===== config.mk =====
export PLATFORM = sky130hd
export DESIGN_NAME = alu_sequencer
export DESIGN_NICKNAME = d
export VERILOG_FILES = /design/src/rtl/alu_sequencer.sv
export SDC_FILE = /design/constraint.sdc
export NUM_CORES = 1
export LEC_CHECK = 0
export ABC_AREA = 1
export BUFFER_PORTS_ARGS = -buffer_cell sky130_fd_sc_hd__buf_2
export CAP_MARGIN = 20
export CORE_ASPECT_RATIO = 1.1
export CORE_MARGIN = 1
export CORE_UTILIZATION = 53
export CTS_CLUSTER_DIAMETER = 150
export CTS_CLUSTER_SIZE = 16
export DETAILED_ROUTE_END_ITERATION = 8
export GPL_ROUTABILITY_DRIVEN = 0
export PLACE_DENSITY_LB_ADDON = 0.12
export SLEW_MARGIN = 20
export SYNTH_ARGS = -nofsm -noshare
export SYNTH_HDL_FRONTEND = slang
export SYNTH_SLANG_ARGS = --single-unit

===== constraint.sdc =====
create_clock -name clk -period 3.1 [get_ports clk]
set_input_delay 0.155 -clock clk [delete_from_list [all_inputs] [get_ports clk]]
set_output_delay 0.155 -clock clk [all_outputs]
set_load 0.01 [all_outputs]

===== src/rtl/alu_sequencer.sv =====
// alu_sequencer: drives the shared 16-bit Hack ALU for one request at a time
// and returns result plus zr/ng/err flags over a valid/ready response channel.
// Ports: clk, rst_n; req_valid/req_ready/req_op/req_a/req_b;
//        resp_valid/resp_ready/resp_data/resp_zr/resp_ng/resp_err;
//        alu_zx..alu_no, alu_x, alu_y (to ALU), alu_out (from ALU).
// Macro ALU_SEQ_MUL_EN: opcode 15 becomes a 16-cycle shift-add multiply.
module alu_sequencer (
    input  logic        clk,
    input  logic        rst_n,
    input  logic        req_valid,
    output logic        req_ready,
    input  logic [3:0]  req_op,
    input  logic [15:0] req_a,
    input  logic [15:0] req_b,
    output logic        resp_valid,
    input  logic        resp_ready,
    output logic [15:0] resp_data,
    output logic        resp_zr,
    output logic        resp_ng,
    output logic        resp_err,
    output logic        alu_zx,
    output logic        alu_nx,
    output logic        alu_zy,
    output logic        alu_ny,
    output logic        alu_f,
    output logic        alu_no,
    output logic [15:0] alu_x,
    output logic [15:0] alu_y,
    input  logic [15:0] alu_out
);

`ifdef ALU_SEQ_MUL_EN
    typedef enum logic [1:0] {IDLE, EXEC, DONE, MUL} state_t;
`else
    typedef enum logic [1:0] {IDLE, EXEC, DONE} state_t;
`endif

    state_t      state;
    logic [5:0]  alu_ctl;
    logic [5:0]  dec_ctl;
    logic        dec_legal;
    logic [15:0] res;
    logic        err;
`ifdef ALU_SEQ_MUL_EN
    logic [15:0] q;
    logic [3:0]  cnt;
`endif

    assign {alu_zx, alu_nx, alu_zy, alu_ny, alu_f, alu_no} = alu_ctl;

    always_comb begin
        dec_ctl   = 6'b000000;
        dec_legal = 1'b1;
        case (req_op)
            4'd0:    dec_ctl = 6'b101010;
            4'd1:    dec_ctl = 6'b111111;
            4'd2:    dec_ctl = 6'b111010;
            4'd3:    dec_ctl = 6'b001100;
            4'd4:    dec_ctl = 6'b110000;
            4'd5:    dec_ctl = 6'b001101;
            4'd6:    dec_ctl = 6'b001111;
            4'd7:    dec_ctl = 6'b011111;
            4'd8:    dec_ctl = 6'b001110;
            4'd9:    dec_ctl = 6'b000010;
            4'd10:   dec_ctl = 6'b010011;
            4'd11:   dec_ctl = 6'b000000;
            4'd12:   dec_ctl = 6'b010101;
            default: dec_legal = 1'b0;
        endcase
    end

    // During MUL, alu_x is the accumulator and alu_y the shifted multiplicand,
    // so the ALU operand registers double as the multiply state.
    always_ff @(posedge clk or negedge rst_n) begin
        if (!rst_n) begin
            state      <= IDLE;
            req_ready  <= 1'b1;
            resp_valid <= 1'b0;
            resp_data  <= 16'd0;
            resp_zr    <= 1'b0;
            resp_ng    <= 1'b0;
            resp_err   <= 1'b0;
            alu_ctl    <= 6'd0;
            alu_x      <= 16'd0;
            alu_y      <= 16'd0;
            res        <= 16'd0;
            err        <= 1'b0;
`ifdef ALU_SEQ_MUL_EN
            q          <= 16'd0;
            cnt        <= 4'd0;
`endif
        end else begin
            case (state)
                IDLE: begin
                    if (req_valid) begin
                        req_ready <= 1'b0;
`ifdef ALU_SEQ_MUL_EN
                        if (req_op == 4'd15) begin
                            state   <= MUL;
                            alu_ctl <= 6'b000010;
                            alu_x   <= 16'd0;
                            alu_y   <= req_a;
                            q       <= req_b;
                            cnt     <= 4'd0;
                        end else
`endif
                        if (dec_legal) begin
                            state   <= EXEC;
                            alu_ctl <= dec_ctl;
                            alu_x   <= req_a;
                            alu_y   <= req_b;
                        end else begin
                            state <= DONE;
                            res   <= 16'd0;
                            err   <= 1'b1;
                        end
                    end
                end
                EXEC: begin
                    res     <= alu_out;
                    err     <= 1'b0;
                    alu_ctl <= 6'd0;
                    alu_x   <= 16'd0;
                    alu_y   <= 16'd0;
                    state   <= DONE;
                end
`ifdef ALU_SEQ_MUL_EN
                MUL: begin
                    if (q[0]) alu_x <= alu_out;
                    alu_y <= alu_y << 1;
                    q     <= q >> 1;
                    cnt   <= cnt + 4'd1;
                    if (cnt == 4'd15) begin
                        res     <= q[0] ? alu_out : alu_x;
                        err     <= 1'b0;
                        alu_ctl <= 6'd0;
                        alu_x   <= 16'd0;
                        alu_y   <= 16'd0;
                        state   <= DONE;
                    end
                end
`endif
                DONE: begin
                    // First DONE cycle publishes the payload; it then
                    // stays frozen until the consumer takes it.
                    if (!resp_valid) begin
                        resp_valid <= 1'b1;
                        resp_data  <= res;
                        resp_zr    <= (res == 16'd0);
                        resp_ng    <= res[15];
                        resp_err   <= err;
                    end else if (resp_ready) begin
                        resp_valid <= 1'b0;
                        resp_data  <= 16'd0;
                        resp_zr    <= 1'b0;
                        resp_ng    <= 1'b0;
                        resp_err   <= 1'b0;
                        req_ready  <= 1'b1;
                        state      <= IDLE;
                    end
                end
                default: state <= IDLE;
            endcase
        end
    end

endmodule

==> reports/results.txt <==
The startpoint identified for the worst register-to-register timing path is state[0]. In the final layout, the multi-input gates occupy 1040 sq um. The start point of the worst min-delay path is alu_out[11]. The area growth from synthesis to layout was 28.4%; the number of global-route vias before repair was 2523. The run gives 0 as the number of antenna violations at the first check in global routing. The tools report the normalized max-slew margin as 0.379. The cell count after synthesis came out at 369. Largest stage delay on the critical path: 0.43 ns. The total buffers and inverters traversed by the critical path is 1, and the static leakage is 2.37 nW. After global routing the overflow that remains totals 0.

The synthesized-area fraction occupied by ao, oa, aoi and oai cells was 0.0515; the number of buffers inserted during clock tree synthesis was 9. The clock reaches the later pin of the worst-skew pair after 0.34 ns. For this design the ratio of total power to cell area is 918 nW/um^2. In this run the clock root is driven by a clkbuf_8.

The worst hold path terminates at res[11]. The tools report the level count of the clock H-tree as 3. The tools report the max-slew violation total from the final report as 0.

The run gives 425 as the net count after synthesis. The run gives 3160 sq um as the synthesized cell area. The final layout contains 549 nets. The worst register-to-register path has a depth of 7. The number of buffers added on ports was 114; the number of placed cells counting well taps was 550. IR analysis of the VDD net gives a maximum drop of 0.417 mV. The post-synthesis register bit count was 77. The run gives 10.7 mm as the first-pass GRT wire length. 115 I/O pins were placed.

Using the TritonRoute via totals, the vias-per-cell ratio works out to 4.66. The worst register-to-register path has a setup slack of 1.46 ns. The run gives 0 as the count of synthesis-stage warnings from yosys. The number of fill cells came out at 511. The floorplan die area was 6280 sq um; the length of the first detailed-routing pass in iterations was 4. The floorplan has 29 rows.

The routed design has 6.56 mm of wire. The critical path is of the reg -> reg type. Static timing analysis puts the maximum clock frequency at 609 MHz.

The flow ran to the end, and the final reports show no timing, DRC or antenna violations. The region available for standard cell placement spans 5770 sq um. Counting stages on the worst path, the most repeated cell is nand2_1. The clock drives 77 sinks. The highest-delay cell along the critical path is dfrtp_1. The run gives 0 as the number of endpoints with negative hold slack in the final report. The clock-pin slew on the worst setup and hold paths is 0.07 ns. After synthesis, the largest family of logic cells by area is simple AND/OR/NAND/NOR gates. Endpoint type of the worst setup path: a flip-flop. The floorplan step set the die height to 83.0 um. The setup violation total in the final timing report came out at 0.

The simple-gate area share of the yosys netlist was 0.277. The run gives 0 as the number of max-capacitance violations reported. The placed wire-length estimate after detailed placement was 4.55 mm; the combined global-route utilization of all metal layers was 0.226.

The largest buffer count on any clock path was 2. The tools report the largest clock skew in the final design as 0.0122 ns. The most frequent standard cell in the layout excluding fill and tap cells is nand2_1. The number of different library cells in the post-synthesis netlist was 22; the slack of the critical path was 1.46 ns.

Actual transition at the worst max-transition pin: 0.931 ns. Entering global routing, the biggest net connects 78 pins. 0 antenna diodes ended up in the layout. For the worst setup path, the data arrival time is 1.92 ns. The min-delay analysis places its worst path in the category in -> reg.

OpenSTA, run right after detailed placement, puts the worst setup slack at 1.46 ns. Setup total negative slack on the finished layout was measured at 0 ns. The portion of netlist area occupied by mux cells is 0, and the synthesized-area fraction occupied by adder cells is 0. The top cell family by delay on the critical path is simple AND/OR/NAND/NOR gates. The critical path goes through nor2_1, nand2_1, nor2_2, buf_4, and2_1, nand2_1, nand2_1. The number of design rule violations left after detail routing was 0; the number of cells on the worst hold path was 3.

TritonCTS built the clock tree. The tools report the kind of start point of the critical path as a flip-flop. The tools report the required arrival time at the worst endpoint as 3.38 ns.

The largest fanout on the critical path was 34. Xor/xnor share of the synthesized area: 0. Summing over every cut layer, the via total after detailed routing is 2681. The die extent in x was 75.6 um; the initial standard-cell utilization of the core was 0.548. Setup repair after global routing left no endpoint under its margin. The count of routing violations after the opening detailed-route iteration was 126; the sequential cell area was 1930 sq um.

The wire length per cell after detailed routing was 11.4 um. The synthesized area per cell is 8.57 sq um, and the count of antenna-violating nets left after detailed routing is 0. Counting I/O delays and the setup requirement, the final critical path takes 1.64 ns. The library cells used most frequently in the layout, excluding fill and tap cells, are nand2_1, buf_2, dfrtp_1. Sequential fraction of the synthesis area: 0.610.

The endpoint of the worst-slack reg-to-reg timing path is alu_ctl[4]. The share of the cycle needed by the critical path after routing is 0.530. The share of post-route cells with drive strength above 1 came out at 0.279. After the flow finishes, the layout carries non-filler instances totaling 575.
==> cell families (layout without fill, tap and decap cells) <==
| group | after synthesis | after routing |
|---|---|---|
| AO/OA/AOI/OAI | 30 | 30 |
| buffers and inverters | 41 | 170 |
| flip-flops | 77 | 77 |
| AND/OR/NAND/NOR | 221 | 221 |
==> metrics by stage <==
step                 util  cell area [sq um]  hold WS, ns  power (mW)
detailed placement  0.651               3760        0.328        2.96
CTS                 0.703               4060     0.000495        3.77
floorplan               -               3160       -0.141        2.46
global route        0.703               4060      0.00612        4.03
finish              0.703               4060       0.0133        3.72
global placement    0.651               3760        0.335        2.91
==> Yosys cell counts <==
master | number | area, sq um
inv_2 | 1 | 3.75
a21oi_1 | 2 | 10.0
nand3_1 | 8 | 40.0
o21ai_2 | 2 | 17.5
clkbuf_1 | 2 | 7.51
buf_4 | 4 | 30.0
inv_1 | 27 | 101
dfstp_2 | 1 | 26.3
a22o_1 | 1 | 8.76
buf_6 | 3 | 33.8
nor2_2 | 2 | 12.5
nand2_1 | 194 | 728
o21ai_0 | 24 | 120
dfrtp_1 | 76 | 1900
nand4_1 | 4 | 25.0
nand2_2 | 1 | 6.26
a31oi_1 | 1 | 6.26
buf_2 | 3 | 15.0
and2_1 | 1 | 6.26
nor2_4 | 2 | 22.5
nor2_1 | 9 | 33.8
clkinv_1 | 1 | 3.75
==> flip-flops by register name, summed over array words and instances (netlist names) <==
name	count
resp_valid	1
res	16
resp_err	1
req_ready	1
err	1
alu_y	16
resp_data	16
resp_zr	1
alu_ctl	6
alu_x	16
state	2
==> area by class of cell <==
class                      count  area share
timing repair buffer         125       0.167
multi-input combinational    251       0.256
inverter                      29      0.0268
sequential                    77       0.475
clock inverter                 5      0.0191
tap                           77      0.0237
clock buffer                  11      0.0324
==> what timing repair did <==
item	4_1_cts	5_1_grt
setup buffers	0	0
hold buffers	9	0
endpoints found under the hold margin	53	0
gates resized for setup	0	0
==> routing by layer <==
metal / up-vias / track usage / wire [um]
li1: 1378 / - / -
met1: 1229 / 0.274 / 2950
met2: 67 / 0.378 / 3210
met3: 7 / 0.0461 / 297
met4: 0 / 0.101 / 100
met5: - / 0 / 0
==> worst reg2reg max path, delay by kind of cell, from the launching register on <==
| kind | cells | cell delay (ns) |
|---|---|---|
| simple gates | 6 | 0.83 |
| flops | 1 | 0.43 |
| buf+inv | 1 | 0.34 |
==> worst max-delay path by stage <==
stage / depth (start not counted) / end / slack, ns / startpoint
finish: 7 / alu_ctl[4] / 1.46 / state[0]
global route: 7 / alu_ctl[5] / 1.25 / state[0]
CTS: 5 / res[15] / 1.43 / state[0]
detailed placement: 5 / alu_ctl[1] / 1.46 / state[0]
global placement: 4 / err / 1.51 / state[0]
floorplan: 5 / state[1] / 1.81 / state[0]
==> power breakdown <==
group          total [mW]  internal, mW  switching [mW]  leakage, nW
Combinational        1.31         0.492           0.814         1.27
Clock               0.798         0.451           0.346        0.103
Sequential           1.62          1.41           0.206         1.00
Power figures use the tool's default switching activity.
